==> config.mk <==
export PLATFORM = sky130hd
export DESIGN_NAME = melody_sequencer_flat
export DESIGN_NICKNAME = d
export VERILOG_FILES = /design/src/rtl/melody_sequencer_pkg.sv /design/src/rtl/melody_sequencer_if.sv /design/src/rtl/melody_sequencer_tempo_tick.sv /design/src/rtl/melody_sequencer.sv /design/src/flat_wrapper.sv
export SDC_FILE = /design/constraint.sdc
export NUM_CORES = 1
export LEC_CHECK = 0
export CAP_MARGIN = 40
export CORE_MARGIN = 2
export CORE_UTILIZATION = 55
export DETAILED_ROUTE_END_ITERATION = 12
export DONT_BUFFER_PORTS = 1
export PLACE_DENSITY = 0.7
export SETUP_SLACK_MARGIN = 0.05
export SLEW_MARGIN = 20
export SYNTH_ARGS = -nofsm -noshare
export SYNTH_HDL_FRONTEND = slang
export SYNTH_SLANG_ARGS = --single-unit
==> constraint.sdc <==
create_clock -name clk -period 2.9 [get_ports clk]
set_input_delay 0.29 -clock clk [delete_from_list [all_inputs] [get_ports clk]]
set_output_delay 0.29 -clock clk [all_outputs]
set_load 0.02 [all_outputs]
==> src/rtl/melody_sequencer_pkg.sv <==
// melody_sequencer_pkg: shared FSM states, note entry type, note dividers and song ROM
//   Package melody_pkg: DIV_W/DUR_W field widths, state_t, note_entry_t {div, dur},
//   NOTE_C4..NOTE_C6 half-period dividers at 50 MHz, NOTE_REST, song_rom(song, idx).
//   A dur of 0 marks the end of a song; song 1 is a short four-entry phrase.
package melody_pkg;
  localparam int SYS_CLK_HZ = 50_000_000;
  localparam int DIV_W = 18;
  localparam int DUR_W = 4;
  typedef enum logic [2:0] {IDLE, FETCH, HANDOFF, PLAY, GAP, ADVANCE, END} state_t;
  typedef struct packed {
    logic [DIV_W-1:0] div;
    logic [DUR_W-1:0] dur;
  } note_entry_t;
  function automatic logic [DIV_W-1:0] hz_div(int hz);
    return DIV_W'(SYS_CLK_HZ / (2 * hz));
  endfunction
  localparam logic [DIV_W-1:0] NOTE_REST = '0;
  localparam logic [DIV_W-1:0] NOTE_C4 = hz_div(262);
  localparam logic [DIV_W-1:0] NOTE_D4 = hz_div(294);
  localparam logic [DIV_W-1:0] NOTE_E4 = hz_div(330);
  localparam logic [DIV_W-1:0] NOTE_F4 = hz_div(349);
  localparam logic [DIV_W-1:0] NOTE_G4 = hz_div(392);
  localparam logic [DIV_W-1:0] NOTE_A4 = hz_div(440);
  localparam logic [DIV_W-1:0] NOTE_B4 = hz_div(494);
  localparam logic [DIV_W-1:0] NOTE_C5 = hz_div(523);
  localparam logic [DIV_W-1:0] NOTE_C6 = hz_div(1047);
  function automatic note_entry_t song_rom(int song, int idx);
    note_entry_t e;
    e = '0;
    if (song == 1)
      case (idx)
        0: e = '{DIV_W'(100), 4'd2};
        1: e = '{NOTE_REST, 4'd1};
        2: e = '{DIV_W'(50), 4'd1};
        default: e = '0;
      endcase
    else
      case (idx)
        0, 1, 6: e = '{NOTE_E4, 4'd4};
        2, 5: e = '{NOTE_F4, 4'd4};
        3, 4, 15: e = '{NOTE_G4, 4'd4};
        7, 10: e = '{NOTE_D4, 4'd4};
        8, 9: e = '{NOTE_C4, 4'd4};
        11: e = '{NOTE_E4, 4'd4};
        12: e = '{NOTE_E4, 4'd6};
        13: e = '{NOTE_D4, 4'd2};
        14: e = '{NOTE_D4, 4'd8};
        16: e = '{NOTE_A4, 4'd4};
        17: e = '{NOTE_B4, 4'd4};
        18: e = '{NOTE_C5, 4'd4};
        19: e = '{NOTE_C6, 4'd8};
        20: e = '{NOTE_REST, 4'd4};
        default: e = '0;
      endcase
    return e;
  endfunction
endpackage

==> src/rtl/melody_sequencer_if.sv <==
// melody_sequencer_if: note handoff channel from the sequencer to the tone generator
//   note_div (half-period divider, 0 = rest), note_valid, note_ready.
//   master = sequencer side, slave = tone generator side.
interface melody_sequencer_if;
  import melody_pkg::*;
  logic [DIV_W-1:0] note_div;
  logic note_valid;
  logic note_ready;
  modport master (output note_div, note_valid, input note_ready);
  modport slave (input note_div, note_valid, output note_ready);
endinterface

==> src/rtl/melody_sequencer_tempo_tick.sv <==
// tempo_tick: tempo prescaler emitting a one-cycle tick every PERIOD cycles
//   clk, rst (async high); en_i (0 holds count at 0); clr_i (restart period); tick_o.
module tempo_tick #(
  parameter int PERIOD = 3_125_000
) (
  input  logic clk,
  input  logic rst,
  input  logic en_i,
  input  logic clr_i,
  output logic tick_o
);
  localparam int W = PERIOD > 1 ? $clog2(PERIOD) : 1;
  logic [W-1:0] cnt_q;
  assign tick_o = en_i && cnt_q == W'(PERIOD - 1);
  always_ff @(posedge clk or posedge rst)
    if (rst) cnt_q <= '0;
    else cnt_q <= (clr_i || !en_i || tick_o) ? '0 : cnt_q + 1'b1;
endmodule

==> src/rtl/melody_sequencer.sv <==
// melody_sequencer: steps a song ROM at tempo, hands notes to the tone generator, gates tone_en
//   Ports: clk, rst (async high); start_i, stop_i (pulses); loop_en_i; bus (master: note_div,
//   note_valid out, note_ready in); tone_en_o; note_idx_o; busy_o; done_o (one-shot completion).
//   Build option MELODY_TRANSPOSE_EN adds octave_shift_i[1:0]; note_div = ROM div >> octave_shift_i.
module melody_sequencer
  import melody_pkg::*;
#(
  parameter int CLK_HZ = 50_000_000,
  parameter int TICK_HZ = 16,
  parameter int SONG_LEN = 32,
  parameter int GAP_TICKS = 1,
  parameter int SONG_ID = 0,
  localparam int IDX_W = SONG_LEN > 1 ? $clog2(SONG_LEN) : 1
) (
  input  logic clk,
  input  logic rst,
  input  logic start_i,
  input  logic stop_i,
  input  logic loop_en_i,
`ifdef MELODY_TRANSPOSE_EN
  input  logic [1:0] octave_shift_i,
`endif
  melody_sequencer_if.master bus,
  output logic tone_en_o,
  output logic [IDX_W-1:0] note_idx_o,
  output logic busy_o,
  output logic done_o
);
  state_t state_q, state_d;
  logic [IDX_W-1:0] idx_q, idx_d;
  logic [DUR_W-1:0] cnt_q, cnt_d;
  logic [DIV_W-1:0] div_q, div_d, rom_div;
  logic valid_q, valid_d, tone_q, tone_d, done_q, done_d;
  logic tick, accept;
  note_entry_t entry;
  assign entry = int'(idx_q) < SONG_LEN ? song_rom(SONG_ID, int'(idx_q)) : '0;
`ifdef MELODY_TRANSPOSE_EN
  assign rom_div = entry.div >> octave_shift_i;
`else
  assign rom_div = entry.div;
`endif
  // clearing on accept makes every note's first tick a full tempo period
  assign accept = state_q == HANDOFF && bus.note_ready;
  tempo_tick #(.PERIOD(CLK_HZ / TICK_HZ)) u_tick (
    .clk(clk),
    .rst(rst),
    .en_i(state_q != IDLE),
    .clr_i(accept),
    .tick_o(tick)
  );
  always_comb begin
    state_d = state_q;
    idx_d = idx_q;
    cnt_d = cnt_q;
    div_d = div_q;
    valid_d = valid_q;
    tone_d = tone_q;
    done_d = 1'b0;
    case (state_q)
      IDLE: if (start_i) begin
        state_d = FETCH;
        idx_d = '0;
      end
      FETCH: if (entry.dur == '0) state_d = END;
      else begin
        div_d = rom_div;
        valid_d = 1'b1;
        state_d = HANDOFF;
      end
      HANDOFF: if (accept) begin
        valid_d = 1'b0;
        cnt_d = entry.dur;
        tone_d = div_q != '0;
        state_d = PLAY;
      end
      PLAY: if (tick) begin
        cnt_d = cnt_q == 1 ? DUR_W'(GAP_TICKS) : cnt_q - 1'b1;
        tone_d = cnt_q != 1;
        state_d = cnt_q != 1 ? PLAY : GAP_TICKS == 0 ? ADVANCE : GAP;
      end
      GAP: if (tick) begin
        cnt_d = cnt_q - 1'b1;
        state_d = cnt_q == 1 ? ADVANCE : GAP;
      end
      ADVANCE: if (idx_q == IDX_W'(SONG_LEN - 1)) state_d = END;
      else begin
        idx_d = idx_q + 1'b1;
        state_d = FETCH;
      end
      END: if (loop_en_i) begin
        idx_d = '0;
        state_d = FETCH;
      end else begin
        done_d = 1'b1;
        state_d = IDLE;
      end
      default: state_d = IDLE;
    endcase
    // stop overrides everything, including a same-cycle start or song completion
    if (stop_i) begin
      state_d = IDLE;
      valid_d = 1'b0;
      tone_d = 1'b0;
      done_d = 1'b0;
    end
  end
  always_ff @(posedge clk or posedge rst)
    if (rst) begin
      state_q <= IDLE;
      idx_q <= '0;
      cnt_q <= '0;
      div_q <= '0;
      valid_q <= 1'b0;
      tone_q <= 1'b0;
      done_q <= 1'b0;
    end else begin
      state_q <= state_d;
      idx_q <= idx_d;
      cnt_q <= cnt_d;
      div_q <= div_d;
      valid_q <= valid_d;
      tone_q <= tone_d;
      done_q <= done_d;
    end
  assign bus.note_div = div_q;
  assign bus.note_valid = valid_q;
  assign tone_en_o = tone_q;
  assign note_idx_o = idx_q;
  assign busy_o = state_q != IDLE;
  assign done_o = done_q;
endmodule

==> src/flat_wrapper.sv <==
// flat-port wrapper written by rule: the top's interface ports become plain ports
module melody_sequencer_flat import melody_pkg::*;
#(
  parameter int CLK_HZ = 50_000_000,
  parameter int TICK_HZ = 16,
  parameter int SONG_LEN = 32,
  parameter int GAP_TICKS = 1,
  parameter int SONG_ID = 0,
  localparam int IDX_W = SONG_LEN > 1 ? $clog2(SONG_LEN) : 1
)
  (clk, rst, start_i, stop_i, loop_en_i, tone_en_o, note_idx_o, busy_o, done_o, bus_note_div, bus_note_valid, bus_note_ready);
  melody_sequencer_if bus_i ();
  input  logic clk;
  input  logic rst;
  input  logic start_i;
  input  logic stop_i;
  input  logic loop_en_i;
  output logic tone_en_o;
  output logic [IDX_W-1:0] note_idx_o;
  output logic busy_o;
  output logic done_o;
  output wire logic [$bits(bus_i.note_div)-1:0] bus_note_div;
  output wire logic [$bits(bus_i.note_valid)-1:0] bus_note_valid;
  input wire logic [$bits(bus_i.note_ready)-1:0] bus_note_ready;
  assign bus_note_div = bus_i.note_div;
  assign bus_note_valid = bus_i.note_valid;
  assign bus_i.note_ready = bus_note_ready;
  melody_sequencer #(.CLK_HZ(CLK_HZ), .TICK_HZ(TICK_HZ), .SONG_LEN(SONG_LEN), .GAP_TICKS(GAP_TICKS), .SONG_ID(SONG_ID)) u_core (.clk(clk), .rst(rst), .start_i(start_i), .stop_i(stop_i), .loop_en_i(loop_en_i), .bus(bus_i), .tone_en_o(tone_en_o), .note_idx_o(note_idx_o), .busy_o(busy_o), .done_o(done_o));
endmodule
# Word-level counts from Yosys, hierarchy flattened

Memories as Yosys holds them, arrays and structs flattened.
Index checks and enable logic that the tools add are counted.

Bitwise gates (word level): 1
Eq/ne operators: 21
Mux-type cells: 32
Reduce and logical (&&, ||, !) cells: 19
Add/subtract/negate cells: 3

Operators with widths:

| operator                | number |
|---|---|
| $mux W3                 | 8 |
| $add A22 B1 Y22 const B | 1 |
| $eq A22 B22 Y1 const B  | 1 |
| $mux W22                | 1 |
| $pmux W3 S7             | 1 |
| $reduce_bool A18 Y1     | 1 |
| $mux W4                 | 4 |
| $mux W5                 | 3 |
| $ne A3 B3 Y1 const B    | 5 |
| $pmux W5 S3             | 1 |
| $reduce_bool A3 Y1      | 5 |
| $ne A2 B2 Y1 const B    | 6 |
| $pmux W4 S3             | 1 |
| $reduce_and A4 Y1       | 3 |
| $mux W1                 | 11 |
| $eq A3 B3 Y1 const B    | 3 |
| $eq A3 B2 Y1 const B    | 2 |
| $reduce_and A3 Y1       | 2 |
| $add A5 B1 Y5 const B   | 1 |
| $eq A5 B5 Y1 const B    | 1 |
| $eq A4 B1 Y1 const B    | 1 |
| $logic_not A4 Y1        | 1 |
| $ne A4 B1 Y1 const B    | 1 |
| $pmux W1 S2             | 2 |
| other kinds (8)         | 10 |

Register bits: 55
Bits in read-only memories: 640
Input bits: 6
Memories: 1
Output and inout port bits: 27
Logic and storage cells: 85

Memory list:

| memory          | words | width | rd ports | clocked after Yosys merged registers in | wr ports | RTL line                   | source |
|---|---|---|---|---|---|---|---|
| (no name shown) | 32    | 20    | 1        | 0                                       | 0        | melody_sequencer_pkg.sv:38 | `case (idx)` |

# Logic depth before layout (Yosys ltp)

Gate-level depths: netlist of the first run.

Depth in word-level cells: 5
Mapped depth: 10
Mapped depth without buffers: 9

# By module

Synthesis of the first run repeated with hierarchy kept, for this count alone.

Cells, all modules: 362
Area total of the unflattened synthesis: 3,402.0 um^2

By module, submodules not included:

| module           | cells an instance | area each (um^2) | seq. area each (um^2) | times used |
|---|---|---|---|---|
| melody_sequencer | 243               | 2,239.6          | 800.8                 | 1 |
| tempo_tick       | 119               | 1,162.4          | 550.5                 | 1 |

# Worst setup path before layout of the first run

OpenSTA, ideal clock, no wires.

Path type: flip-flop to flip-flop
From: register u_core.idx_q[0] (netlist: u_core.note_idx_o[0])
To: register u_core.div_q[2] (netlist: u_core.bus.note_div[2])
Stages on the path, launching flop included: 10
Arrival time: 2.307 ns
Clock period less this slack: 2.434 ns
Required time: 2.773 ns
Setup slack: 0.466 ns
Library setup time: 0.127 ns
Path buffers: 2
Cells stage by stage: dfrtp_1 inv_1 ha_1 and2_1 o21ai_1 a221oi_2 nor2b_1 buf_2 buf_6 mux2_1

Cells in the longest elaborated chain, start to end: 4

Ends and longest elaborated chain:

| what                               | RTL line                | source |
|---|---|---|
| from (decl)                        | melody_sequencer.sv:30  | `logic [IDX_W-1:0] idx_q, idx_d;` |
| from (signal assigned)             | melody_sequencer.sv:118 | `idx_q <= idx_d;` |
| $mem_v2 Z32 W20 *                  | n/a                     |  |
| $logic_not A4 Y1                   | melody_sequencer.sv:64  | `FETCH: if (entry.dur == '0) state_d = END;` |
| $not A1 Y1 (no source line)        | n/a                     |  |
| $reduce_and A2 Y1 (no source line) | n/a                     |  |
| to (signal assigned)               | melody_sequencer.sv:120 | `div_q <= div_d;` |
| to (decl)                          | melody_sequencer.sv:32  | `logic [DIV_W-1:0] div_q, div_d, rom_div;` |

Mark *: on every way between the ends. The rest lies on a longest branch, timed or not.
A chain may end at the register's enable or synchronous reset.

# Final worst setup path of the first run

From: register u_core.idx_q[0] (netlist: u_core.note_idx_o[0])
To: register u_core.div_q[6] (netlist: u_core.bus.note_div[6])

Same word-level chain as after synthesis.

==> results of run 1 <==
==> cell families (layout without fill, tap and decap cells) <==
logic type      after synthesis  after routing  synth area share [%]
compound gates               82             82                  15.7
fa+ha+maj                    15             15                  5.57
other cells                   1              1                 0.111
xor+xnor                     21             21                  5.46
simple gates                142            142                  21.9
mux                          20             20                  6.50
flops                        54             54                  40.1
buf+inv                      36             34                  4.64
==> cell usage in the layout (no fill, tap or decap), types with 2 or more instances in the layout <==
cell and n:
dfrtp_1 54, nor2_1 36, nand2_1 33, o21ai_0 22, a21oi_1 20, inv_1 16
ha_1 15, mux2_1 14, xor2_1 14, nand3_1 10, buf_4 8, nor2b_1 7
nor3_1 7, xnor2_1 7, nand4_1 7, a211o_1 6, o22ai_1 6, nand2b_1 6
a21o_1 6, nor4_1 6, clkbuf_8 6, and2_1 5, nor3b_1 5, mux2i_1 5
or3_1 4, and3_1 3, o211ai_1 3, a31oi_1 3, a21boi_0 2, a221oi_1 2
and4_1 2, a211oi_1 2, or4_1 2
==> sequential cells by signal, indices dropped and copies added (netlist names) <==
register and cells:
u_core.cnt_q 4, u_core.bus.note_div 17, u_core.u_tick.cnt_q 22, u_core.bus.note_valid 1, u_core.done_o 1, u_core.note_idx_o 5, u_core.state_q 3, u_core.tone_en_o 1
==> through the flow <==
step           instance area (um2)  power [mW]  util [%]  hold slack [ps]  std cells
6_report                      3560        1.96      60.1             17.2        444
5_1_grt                       3560        2.09      60.1             10.2        444
4_1_cts                       3560        1.97      60.1             16.3        444
3_5_place_dp                  3430        1.43      57.9              308        435
3_3_place_gp                  3430        1.41      57.9              287        435
2_1_floorplan                 3370        1.34         -              361        371
==> Yosys cell counts (2+ instances only) <==
| master | n | area (um2) |
|---|---|---|
| xor2_1 | 14 | 123 |
| nor4_1 | 6 | 37.5 |
| a21boi_0 | 2 | 15.0 |
| and2_1 | 5 | 31.3 |
| inv_1 | 17 | 63.8 |
| or4_1 | 2 | 15.0 |
| a211o_1 | 6 | 52.6 |
| buf_1 | 2 | 7.51 |
| nor3b_1 | 5 | 37.5 |
| a21oi_1 | 20 | 100 |
| o211ai_1 | 3 | 22.5 |
| nand3_1 | 10 | 50.1 |
| and4_1 | 2 | 17.5 |
| a211oi_1 | 2 | 15.0 |
| nor2_1 | 36 | 135 |
| or3_1 | 4 | 25.0 |
| nor3_1 | 7 | 35.0 |
| mux2i_1 | 5 | 50.1 |
| o22ai_1 | 6 | 37.5 |
| a21o_1 | 6 | 45.0 |
| nand2_1 | 33 | 124 |
| nand2b_1 | 6 | 37.5 |
| nand4_1 | 7 | 43.8 |
| buf_4 | 2 | 15.0 |
| o21ai_0 | 22 | 110 |
| mux2_1 | 14 | 158 |
| a221oi_1 | 2 | 17.5 |
| buf_2 | 5 | 25.0 |
| nor2b_1 | 7 | 43.8 |
| clkbuf_1 | 9 | 33.8 |
| a31oi_1 | 3 | 18.8 |
| and3_1 | 3 | 18.8 |
| dfrtp_1 | 54 | 1350 |
| ha_1 | 15 | 188 |
| xnor2_1 | 7 | 61.3 |
==> per-layer routing <==
layer,vias up,share of wire (%),global-route usage [%]
met2,91,43,34.9
met5,-,0,0
met3,6,9.1,8.04
met1,1257,47,34.3
li1,1299,-,-
met4,0,0.91,5.17
==> power by group <==
group / total [mW] / switching [mW] / internal [mW]
clock network: 0.551 / 0.266 / 0.284
logic: 0.498 / 0.298 / 0.200
registers: 0.915 / 0.105 / 0.810
total: 1.96 / 0.670 / 1.29
==> area by class of cell <==
cell class / count / area (um2) / area share [%]
multi-input cells: 281 / 1860 / 52.2
clock inverters: 2 / 38.8 / 1.09
repair buffers: 9 / 70.1 / 1.97
clock buffers: 6 / 82.6 / 2.32
well taps: 75 / 93.8 / 2.64
flip-flops and latches: 54 / 1350 / 38.0
inverters: 17 / 63.8 / 1.79
==> how the worst max path moves through the flow <==
stage,start,end,slack (ps),cells past startpoint
after floorplan,u_core.note_idx_o[0]$_DFFE_PP0P_,u_core.bus.note_div[2]$_DFFE_PP0P_,470,9
after global placement,u_core.note_idx_o[0]$_DFFE_PP0P_,u_core.bus.note_div[6]$_DFFE_PP0P_,670,8
after detailed placement,u_core.note_idx_o[0]$_DFFE_PP0P_,u_core.bus.note_div[6]$_DFFE_PP0P_,570,8
after CTS,u_core.note_idx_o[0]$_DFFE_PP0P_,u_core.bus.note_div[6]$_DFFE_PP0P_,570,8
after global routing,u_core.note_idx_o[1]$_DFFE_PP0P_,u_core.bus.note_div[12]$_DFFE_PP0P_,400,8
final,u_core.note_idx_o[0]$_DFFE_PP0P_,u_core.bus.note_div[6]$_DFFE_PP0P_,570,8
==> results.sh, run 1 <==
export IMPL_ant_nets=0
export IMPL_start_kind="flop"
export IMPL_drc=0
export IMPL_rr_startpoint="u_core.note_idx_o[0]$_DFFE_PP0P_"
export IMPL_std_cell_rows=28
export IMPL_clk_latency_ps=320
export IMPL_hp_start="stop_i"
export IMPL_ys_warn_count=0
export IMPL_num_vias=2653
export IMPL_fmax_ghz=0.430
export IMPL_cts_clk_slew_worst_paths_ps=110
export IMPL_rsz0062_at_grt="false"
export IMPL_ys_ff_latch=54
export IMPL_critPathKind="flop to flop"
export IMPL_pin_count=33
export IMPL_status="finished, final reports clean"
export IMPL_drtPass1Iterations=4
export IMPL_max_slew_margin_pct=46.5
export IMPL_powerDensity_nw_per_um2=552
export IMPL_hold_class="input port to flop"
export IMPL_ys_types=57
export IMPL_avgSynthCellArea_um2=9.08
export IMPL_cts_sink_count=54
export IMPL_synthArstFlopShare_pct=100
export IMPL_grt_pass1_vias=2530
export IMPL_crit_chain="inv_1 > ha_1 > and2_1 > o21ai_1 > a221oi_2 > nor2b_1 > buf_4 > mux2_1"
export IMPL_place_congestion=0.852
export IMPL_die_h_um=82.2
export IMPL_whs_endpoint="u_core.state_q[0]$_DFFE_PP0P_"
export IMPL_area_delta_synth_final_pct=5.72
export IMPL_dp_hpwl_um=5250
export IMPL_critPathCaptureType="flop"
export IMPL_port_buffers=0
export IMPL_ys_seq_area_share_pct=40.1
export IMPL_syn_area_um2=3370
export IMPL_r2r_end="u_core.bus.note_div[6]$_DFFE_PP0P_"
export IMPL_netlist_instances=371
export IMPL_core_area_um2=5920
export IMPL_drt_wirelength_per_cell_um=16.5
export IMPL_cp_num_buf_inv=2
export IMPL_synth_fp_nets=392
export IMPL_critPathMaxFanout=18
export IMPL_cts_tree="done"
export IMPL_drive_gt1_share_pct=7.05
export IMPL_grt_max_degree=31
export IMPL_vdd_ir_drop_max_mv=0.277
export IMPL_nets=389
export IMPL_maxCapViolCount=0
export IMPL_dp_slack_ps=574
export IMPL_cts_resized=0
export IMPL_ff2ff_setup_slack_ps=570
export IMPL_critical_path_max_stage_delay_ps=450
export IMPL_whs_path_depth=1
export IMPL_timing_final_ws_setup_ps=573
export IMPL_grt_total_usage_pct=23.9
export IMPL_die_area_um2=6760
export IMPL_cp_arrival_ps=2530
export IMPL_ctsHoldBuffers=1
export IMPL_crit_required_ps=3100
export IMPL_synth_ff_type="dfrtp_1"
export IMPL_worst_pin_slew_ps=795
export IMPL_die_width_um=82.2
export IMPL_vias_per_cell=5.98
export IMPL_cts_htree_levels=2
export IMPL_critical_path_top_delay_family="flip-flops"
export IMPL_start_util_pct=56.9
export IMPL_drt_iter0_markers=163
export IMPL_fill_cells=526
export IMPL_synth_edff_count=0
export IMPL_cts_path_max_buffers=2
export IMPL_slew_viol_final=0
export IMPL_fin_crit_ps=2330
export IMPL_grt_overflow=0
export IMPL_period_share_pct=80.2
export IMPL_postCtsSetupRepairBufs=0
export IMPL_reg2reg_depth=8
export IMPL_critPathSlowestCell="dfrtp_1"
export IMPL_root_buffer="clkbuf_8"
export IMPL_cts_buffers=5
export IMPL_setup_violations=0
export IMPL_p_leak_nw=1.54
export IMPL_grt_pass1_wl_um=12400
export IMPL_final_setup_tns_ps=0
export IMPL_drt_wl_total_um=7350
export IMPL_finalClockSkew_ps=8.62
export IMPL_antenna_found_initial=0
export IMPL_hold_viol_final=0
export IMPL_num_antenna_cells=0
Note: power is estimated with default switching activity, not from simulation.
==> run 2: changes to the inputs <==
==> constraint.sdc (replaced) <==
create_clock -name clk -period 2.2 [get_ports clk]
set_input_delay 0.22 -clock clk [delete_from_list [all_inputs] [get_ports clk]]
set_output_delay 0.22 -clock clk [all_outputs]
set_load 0.02 [all_outputs]
==> results.sh, run 2 (same netlist as run 1, synthesis figures left out) <==
export IMPL_status="finished, final reports clean"
export IMPL_rsz0062_at_grt="true"
export IMPL_area_delta_synth_final_pct=12.3
export IMPL_port_buffers=0
export IMPL_hold_viol_final=0
export IMPL_grt_overflow=0
export IMPL_cts_clk_slew_worst_paths_ps=100
export IMPL_final_util_pct=63.9
export IMPL_crit_required_ps=2440
export IMPL_placed_cell_area_um2=3610
export IMPL_worst_pin_slew_ps=669
export IMPL_setup_violations=0
export IMPL_cts_sink_count=54
export IMPL_antenna_found_initial=0
export IMPL_finalClockSkew_ps=5.73
export IMPL_final_cells=467
export IMPL_dp_slack_ps=98.4
export IMPL_die_area_um2=6760
export IMPL_drtPass1Iterations=4
export IMPL_design_area_um2=3780
export IMPL_start_kind="flop"
export IMPL_vias_per_cell=5.82
export IMPL_maxCapViolCount=0
export IMPL_ant_nets=0
export IMPL_core_area_um2=5920
export IMPL_reg2reg_depth=5
export IMPL_final_common_cell="dfrtp_1"
export IMPL_fmax_ghz=0.485
export IMPL_layout_common_cells="dfrtp_1, nor2_1, nand2_1, buf_4, o21ai_0"
export IMPL_cts_path_max_buffers=2
export IMPL_num_antenna_cells=0
export IMPL_timing_final_ws_setup_ps=139
export IMPL_grt_max_degree=55
export IMPL_drt_wirelength_per_cell_um=15.9
export IMPL_whs_path_depth=1
export IMPL_fill_cells=487
export IMPL_nets=412
export IMPL_cts_htree_levels=2
export IMPL_drc=0
export IMPL_critPathKind="flop to flop"
export IMPL_period_share_pct=93.7
export IMPL_regMostFlops="u_core.u_tick.cnt_q"
export IMPL_cts_tree="done"
export IMPL_pin_count=33
export IMPL_cts_buffers=5
export IMPL_drive_gt1_share_pct=14.8
export IMPL_vdd_ir_drop_max_mv=0.502
export IMPL_drt_wl_total_um=7440
export IMPL_powerDensity_nw_per_um2=684
export IMPL_dp_hpwl_um=5310
export IMPL_slew_viol_final=0
export IMPL_std_cell_rows=28
export IMPL_hold_ws_ps=73.4
export IMPL_critPathMaxFanout=5
export IMPL_power_total_mw=2.59
export IMPL_max_slew_margin_pct=55.4
export IMPL_cp_arrival_ps=2300
export IMPL_die_h_um=82.2
export IMPL_fin_crit_ps=2060
export IMPL_place_inst=452
export IMPL_root_buffer="clkbuf_8"
export IMPL_largest_register_ffs=22
export IMPL_grt_total_usage_pct=23.6
export IMPL_critPathCaptureType="flop"
export IMPL_start_util_pct=56.9
export IMPL_place_congestion=0.903
export IMPL_grt_pass1_wl_um=12200
export IMPL_num_vias=2719
export IMPL_drt_iter0_markers=186
export IMPL_grt_pass1_vias=2595
export IMPL_clk_latency_ps=310
export IMPL_final_setup_tns_ps=0
export IMPL_p_leak_nw=1.65
export IMPL_hold_class="input port to flop"
export IMPL_die_width_um=82.2
## run 2: changes by cell type in the layout (fill, tap and decap cells not counted), sizes merged
cell	delta
dlygate4sd3	+2
clkinvlp	+1
bufinv	-1
buf	+21
## run 2: layer usage
metal  GRT usage, %  wire, um
met2           39.3      3590
met3           4.24       311
met1           30.6      3360
met4           8.33       181
met5              0         0
## run 2: final cells by class
cell class / instances / area, um2 / share of cell area [%]
Timing Repair Buffer: 32 / 273 / 7.21
Clock buffer: 6 / 82.6 / 2.18
Sequential cell: 54 / 1350 / 35.8
Clock inverter: 2 / 16.3 / 0.430
Inverter: 17 / 66.3 / 1.75
Tap cell: 75 / 93.8 / 2.48
Multi-Input combinational cell: 281 / 1900 / 50.1
## run 2: power by group
| part | switching, mW | leakage, nW | internal [mW] |
|---|---|---|---|
| Clock | 0.339 | 0.0478 | 0.260 |
| Combinational | 0.447 | 0.916 | 0.369 |
| Sequential | 0.104 | 0.681 | 1.07 |
| Total | 0.889 | 1.65 | 1.70 |
## run 2: repair_timing
action	CTS	global route
endpoints found under the setup margin	0	20
gates resized for setup	0	5
setup buffers	0	4
hold endpoints to repair	57	0
hold buffers	3	0
## run 2: final timing paths
path                                                   startpoint                                 end  slack [ps]
worst max-delay path            u_core.u_tick.cnt_q[12]$_DFF_PP0_       u_core.state_q[2]$_DFFE_PP0P_         140
worst min-delay path                                       stop_i   u_core.bus.note_valid$_DFFE_PP0P_          70
worst max register to register  u_core.u_tick.cnt_q[12]$_DFF_PP0_       u_core.state_q[2]$_DFFE_PP0P_         140
worst min register to register   u_core.u_tick.cnt_q[0]$_DFF_PP0_    u_core.u_tick.cnt_q[0]$_DFF_PP0_         460
max in group asynchronous                                     rst    u_core.note_idx_o[0]$_DFFE_PP0P_        1190
min in group asynchronous                                     rst  u_core.bus.note_div[9]$_DFFE_PP0P_         530
## run 2: critical path, stage by stage, from the launching register on
cell and delay (ps):
dfrtp_1 440, or4b_4 570, nor3_4 230, a31oi_1 130, or4_1 520, o22ai_2 100
